<file path="config.mk">
export PLATFORM = sky130hd
export DESIGN_NAME = alu_sequencer
export DESIGN_NICKNAME = d
export VERILOG_FILES = /design/src/rtl/alu_sequencer.sv
export SDC_FILE = /design/constraint.sdc
export NUM_CORES = 1
export LEC_CHECK = 0
export ABC_AREA = 0
export CAP_MARGIN = 20
export CORE_ASPECT_RATIO = 1.2
export CORE_MARGIN = 4
export CORE_UTILIZATION = 55
export DETAILED_ROUTE_END_ITERATION = 6
export PLACE_DENSITY = 0.8
export SLEW_MARGIN = 40
export SYNTH_ARGS = -nofsm -noshare
export SYNTH_HDL_FRONTEND = slang
export SYNTH_SLANG_ARGS = --single-unit
</file>
<file path="constraint.sdc">
create_clock -name clk -period 5.7 [get_ports clk]
set_input_delay 1.425 -clock clk [delete_from_list [all_inputs] [get_ports clk]]
set_output_delay 1.425 -clock clk [all_outputs]
set_load 0.02 [all_outputs]
</file>
<file path="src/rtl/alu_sequencer.sv">
// Multi-cycle control unit for the 8-bit ALU: fetches register operands, drives the ALU,
// captures its registered result and flags, and writes back to an internal 8x8 register file.
module alu_sequencer #(
  parameter int REG_COUNT = 8
) (
  input  logic        clk,
  input  logic        reset,
  input  logic        instr_valid,
  output logic        instr_ready,
  input  logic [15:0] instr,
  input  logic        ld_valid,
  input  logic [2:0]  ld_addr,
  input  logic [7:0]  ld_data,
  output logic [7:0]  alu_a,
  output logic [7:0]  alu_b,
  output logic [3:0]  alu_fsl,
  input  logic [7:0]  alu_result,
  input  logic [7:0]  alu_mul_high,
  input  logic [3:0]  alu_sreg,
  output logic [3:0]  flags,
  output logic        done,
  output logic        busy,
  input  logic [2:0]  dbg_addr,
  output logic [7:0]  dbg_data
);

  typedef enum logic [1:0] {
    IDLE    = 2'd0,
    EXEC    = 2'd1,
    CAPTURE = 2'd2,
    RETIRE  = 2'd3
  } state_t;

  localparam logic [3:0] OP_MUL = 4'hE;
  localparam logic [3:0] OP_CMP = 4'hF;

  state_t      state_r;
  state_t      next_state_s;
  logic        accept_s;
  logic        load_s;
  logic        ready_s;
  logic [6:0]  instr_r;
  logic [7:0]  regs_r [REG_COUNT];
  logic [7:0]  alu_a_r;
  logic [7:0]  alu_b_r;
  logic [3:0]  alu_fsl_r;
  logic [7:0]  result_r;
  logic [7:0]  mul_high_r;
  logic [3:0]  flags_r;
  logic        done_r;
  logic        busy_r;
  logic [3:0]  op_s;
  logic [2:0]  rd_s;
  logic [2:0]  rd_hi_s;
  logic        unused_s;

  assign op_s     = instr_r[6:3];
  assign rd_s     = instr_r[2:0];
  assign rd_hi_s  = rd_s + 3'd1;
  assign unused_s = ^instr[2:0];

  // Next-state decode; a pending load in IDLE blocks instruction acceptance
  always_comb begin
    next_state_s = state_r;
    accept_s     = 1'b0;
    load_s       = 1'b0;
    ready_s      = 1'b0;
    case (state_r)
      IDLE: begin
        ready_s = ~ld_valid;
        if (ld_valid) begin
          load_s = 1'b1;
        end else if (instr_valid) begin
          accept_s     = 1'b1;
          next_state_s = EXEC;
        end else begin
          next_state_s = IDLE;
        end
      end
      EXEC:    next_state_s = CAPTURE;
      CAPTURE: next_state_s = RETIRE;
      RETIRE:  next_state_s = IDLE;
      default: next_state_s = IDLE;
    endcase
  end

  // State register with registered done/busy derived from the upcoming state
  always_ff @(posedge clk) begin
    if (reset) begin
      state_r <= IDLE;
      done_r  <= 1'b0;
      busy_r  <= 1'b0;
    end else begin
      state_r <= next_state_s;
      done_r  <= (next_state_s == RETIRE);
      busy_r  <= (next_state_s != IDLE);
    end
  end

  // Operand issue, result capture and flag capture
  always_ff @(posedge clk) begin
    if (reset) begin
      instr_r    <= 7'd0;
      alu_a_r    <= 8'h00;
      alu_b_r    <= 8'h00;
      alu_fsl_r  <= 4'h0;
      result_r   <= 8'h00;
      mul_high_r <= 8'h00;
      flags_r    <= 4'h0;
    end else begin
      // Operands are loaded on the accepting edge so they are already on the ALU during EXEC
      if (accept_s) begin
        instr_r   <= instr[15:9];
        alu_a_r   <= regs_r[instr[8:6]];
        alu_b_r   <= regs_r[instr[5:3]];
        alu_fsl_r <= instr[15:12];
      end
      if (state_r == CAPTURE) begin
        result_r   <= alu_result;
        mul_high_r <= alu_mul_high;
      end
      if (state_r == RETIRE) begin
        flags_r <= alu_sreg;
      end
    end
  end

  // Register file: direct loads in IDLE, writeback in RETIRE
  always_ff @(posedge clk) begin
    if (reset) begin
      for (int i = 0; i < REG_COUNT; i++) begin
        regs_r[i] <= 8'h00;
      end
    end else if (load_s) begin
      regs_r[ld_addr] <= ld_data;
    end else if (state_r == RETIRE) begin
      case (op_s)
        OP_MUL: begin
          regs_r[rd_s]    <= result_r;
          regs_r[rd_hi_s] <= mul_high_r;
        end
        OP_CMP: begin
          regs_r[rd_s] <= regs_r[rd_s];
        end
        default: begin
          regs_r[rd_s] <= result_r;
        end
      endcase
    end
  end

  assign instr_ready = ready_s;
  assign alu_a       = alu_a_r;
  assign alu_b       = alu_b_r;
  assign alu_fsl     = alu_fsl_r;
  assign flags       = flags_r;
  assign done        = done_r;
  assign busy        = busy_r;
  assign dbg_data    = regs_r[dbg_addr];

endmodule

</file>
==> flow_summary.json <==
{
  "most-common-layout-cells": "clkdlybuf4s50_1 (81), edfxtp_1 (64), mux4_2 (48)",
  "start_kind": "input port",
  "fp.coreArea_um2": 11100,
  "io-pin-count": 89,
  "post-cts-setup-buffer-count": 0,
  "seqPwrFrac_pct": 46.8,
  "switchingPower_w": 0.000663,
  "maxCapViolCount": 0,
  "synth_seq_cells": 111,
  "finalHoldViolCount": 0,
  "yosysWarnings": 0,
  "remaining_drc_errors": 0,
  "die_x_um": 105,
  "track_usage_pct": 23.2,
  "status": "finished clean",
  "final_net_count": 583,
  "synth-seq-area-share_pct": 45.8,
  "ctsResizeCount": 0,
  "cts_hold_buf": 0,
  "swShare_pct": 29.8,
  "use_met1_pct": 28.5,
  "clock_latency_ns": 0.34,
  "dieHeight_um": 125,
  "antenna_found_initial": 0,
  "ys.flop_type": "edfxtp_1",
  "peakVddDrop_mv": 0.199,
  "combPwrFrac_pct": 25.6,
  "overflow": 0,
  "root_buffer": "clkbuf_16",
  "finClkSkew_ns": 0.00431,
  "worstMarginPinSlew_ns": 0.744,
  "initialDrtViolationCount": 286,
  "clockPowerShare_pct": 27.6,
  "grt.busiest_layer": "met2",
  "cts_inserted_buffers": 9,
  "grt_pass1_wl_mm": 24.1,
  "whs_ns": 0.484,
  "met2_usage_pct": 39.8,
  "async_flop_share_pct": 0,
  "end_kind": "primary output",
  "multiInputGateArea_um2": 3140,
  "period_minus_slack_ns": 4.99,
  "cts_sinks": 111,
  "vias": 4315,
  "rows": 42,
  "grt_use_met3_pct": 5.34,
  "crit_fanout": 16,
  "cp.required_ns": 4.28,
  "power.leakage_nw": 2.56,
  "maxSlewHeadroom_pct": 50.2,
  "htreeDepth": 3,
  "nFillCells": 813,
  "synth-edff-count": 64,
  "setup_viol": 0,
  "antenna_cells": 0,
  "first_pass_iters": 4,
  "area_growth_pct": 18.2,
  "critPathKind": "in2out",
  "clockBufferDepth": 2,
  "preCtsSetupSlack_ns": 0.700,
  "p_int_w": 0.00156,
  "drive_above_1_share_pct": 19.1,
  "grt_max_degree": 58,
  "ant_nets": 0,
  "yosysUniqueCellTypes": 45,
  "arrival_ns": 3.57,
  "fp.dieArea_um2": 13100,
  "seq_area_um2": 2860,
  "initial_core_util_pct": 56.3,
  "wl_per_cell_um": 21.5,
  "io_buffers": 85,
  "fmax_mhz": 200,
  "cts_tree": "done",
  "power.density_nw_per_um2": 301,
  "avgSynthCellArea_um2": 13.3,
  "final-max-slew-violation-count": 0,
  "mappedNetlistNets": 527,
  "clk_pin_slew_ns": 0.07,
  "layout_commonest_cell": "clkdlybuf4s50_1",
  "netlist_area_um2": 6240,
  "grt_pass1_vias": 4570,
  "synthCells": 469,
  "hp-class": "reg2reg",
  "timing.final.crit_share_pct": 87.6,
  "setup_tns_ns": 0,
  "dp_hpwl_mm": 11.2,
  "rsz0062_at_grt": "false",
  "gp_congestion": 0.917,
  "vias_per_cell": 6.31,
  "final.setup.worst_slack_ns": 0.709,
  "wirelength_mm": 14.7
}
-- final timing paths --
check	slack, ns	depth (start not counted)	from	end
worst max-delay path	0.71	5	dbg_addr[0]	dbg_data[7]
worst min-delay path	0.48	2	instr_r[5]	instr_r[5]
worst max register to register	2.94	5	instr_r[0]	regs_r[5][7]
worst min register to register	0.48	2	instr_r[5]	instr_r[5]
-- cells in the mapped netlist (2+ instances only) --
| master | n | area share, % |
|---|---|---|
| a211o_1 | 4 | 0.56 |
| a211oi_1 | 17 | 2.0 |
| a21oi_1 | 7 | 0.56 |
| a22o_1 | 36 | 5.0 |
| a32o_1 | 9 | 1.4 |
| buf_1 | 13 | 0.78 |
| buf_2 | 9 | 0.72 |
| buf_4 | 9 | 1.1 |
| clkbuf_1 | 14 | 0.84 |
| dfxtp_1 | 47 | 15 |
| edfxtp_1 | 64 | 31 |
| ha_1 | 4 | 0.80 |
| inv_1 | 4 | 0.24 |
| mux2_2 | 8 | 1.4 |
| mux2i_1 | 44 | 7.1 |
| mux2i_4 | 2 | 0.72 |
| mux4_2 | 48 | 17 |
| nand2_1 | 19 | 1.1 |
| nand2b_1 | 5 | 0.50 |
| nand4_1 | 4 | 0.40 |
| nor2_1 | 43 | 2.6 |
| nor2b_1 | 3 | 0.30 |
| nor3_2 | 2 | 0.32 |
| nor4_4 | 2 | 0.68 |
| o22a_2 | 3 | 0.48 |
| o2bb2ai_1 | 28 | 3.9 |
| or3b_2 | 3 | 0.42 |
-- worst max-delay path, stage by stage --
cell,delay [ns]
clkdlybuf4s50_1,0.45
buf_4,0.30
mux4_2,0.55
mux2_2,0.29
clkdlybuf4s50_1,0.54
-- final cells by class --
class / instances / share of cell area (%)
Timing Repair Buffer: 91 / 11.9
Tap cell: 154 / 2.61
Sequential cell: 111 / 38.8
Multi-Input combinational cell: 308 / 42.6
Inverter: 4 / 0.203
Clock inverter: 2 / 0.187
Clock buffer: 14 / 3.71
-- power by group through the flow --
stage,combinational (W),clock (W),sequential [W]
6_report,0.000569,0.000615,0.00104
5_1_grt,0.000619,0.000651,0.00106
2_1_floorplan,0.000391,0,0.00104
3_3_place_gp,0.000558,0,0.00105
4_1_cts,0.000574,0.000625,0.00104
3_5_place_dp,0.000570,0,0.00106
-- per-layer routing --
| metal | wire length, um | part of all wire [%] |
|---|---|---|
| met1 | 5670 | 39 |
| met2 | 7650 | 52 |
| met3 | 1130 | 7.7 |
| met4 | 265 | 1.8 |
| met5 | 0 | 0 |
-- cell families (layout without fill, tap and decap cells) --
family	after synthesis	in the layout	synth area share, %
flip-flops	111	111	45.8
AO/OA/AOI/OAI	106	106	14.4
multiplexers	104	104	27.0
AND/OR/NAND/NOR	93	93	7.95
buffers and inverters	50	111	3.85
adder cells (fa/ha/maj)	4	4	0.801
XOR/XNOR	1	1	0.140
-- flip-flops by register name, indices dropped and copies added, names as in the netlist --
name / count
alu_b: 8
result_r: 8
state_r: 2
done: 1
alu_a: 8
busy: 1
mul_high_r: 8
instr_r: 7
regs_r: 64
flags: 4
-- metrics by stage --
step	utilization, %	power, W	std cells	instance area (um^2)
after floorplan	-	0.00143	469	6240
after global placement	64.1	0.00160	668	7100
after detailed placement	64.0	0.00163	668	7100
after CTS	66.6	0.00224	684	7380
after global routing	66.5	0.00233	684	7380
final	66.5	0.00222	684	7380
(Power assumes the default switching activity.)
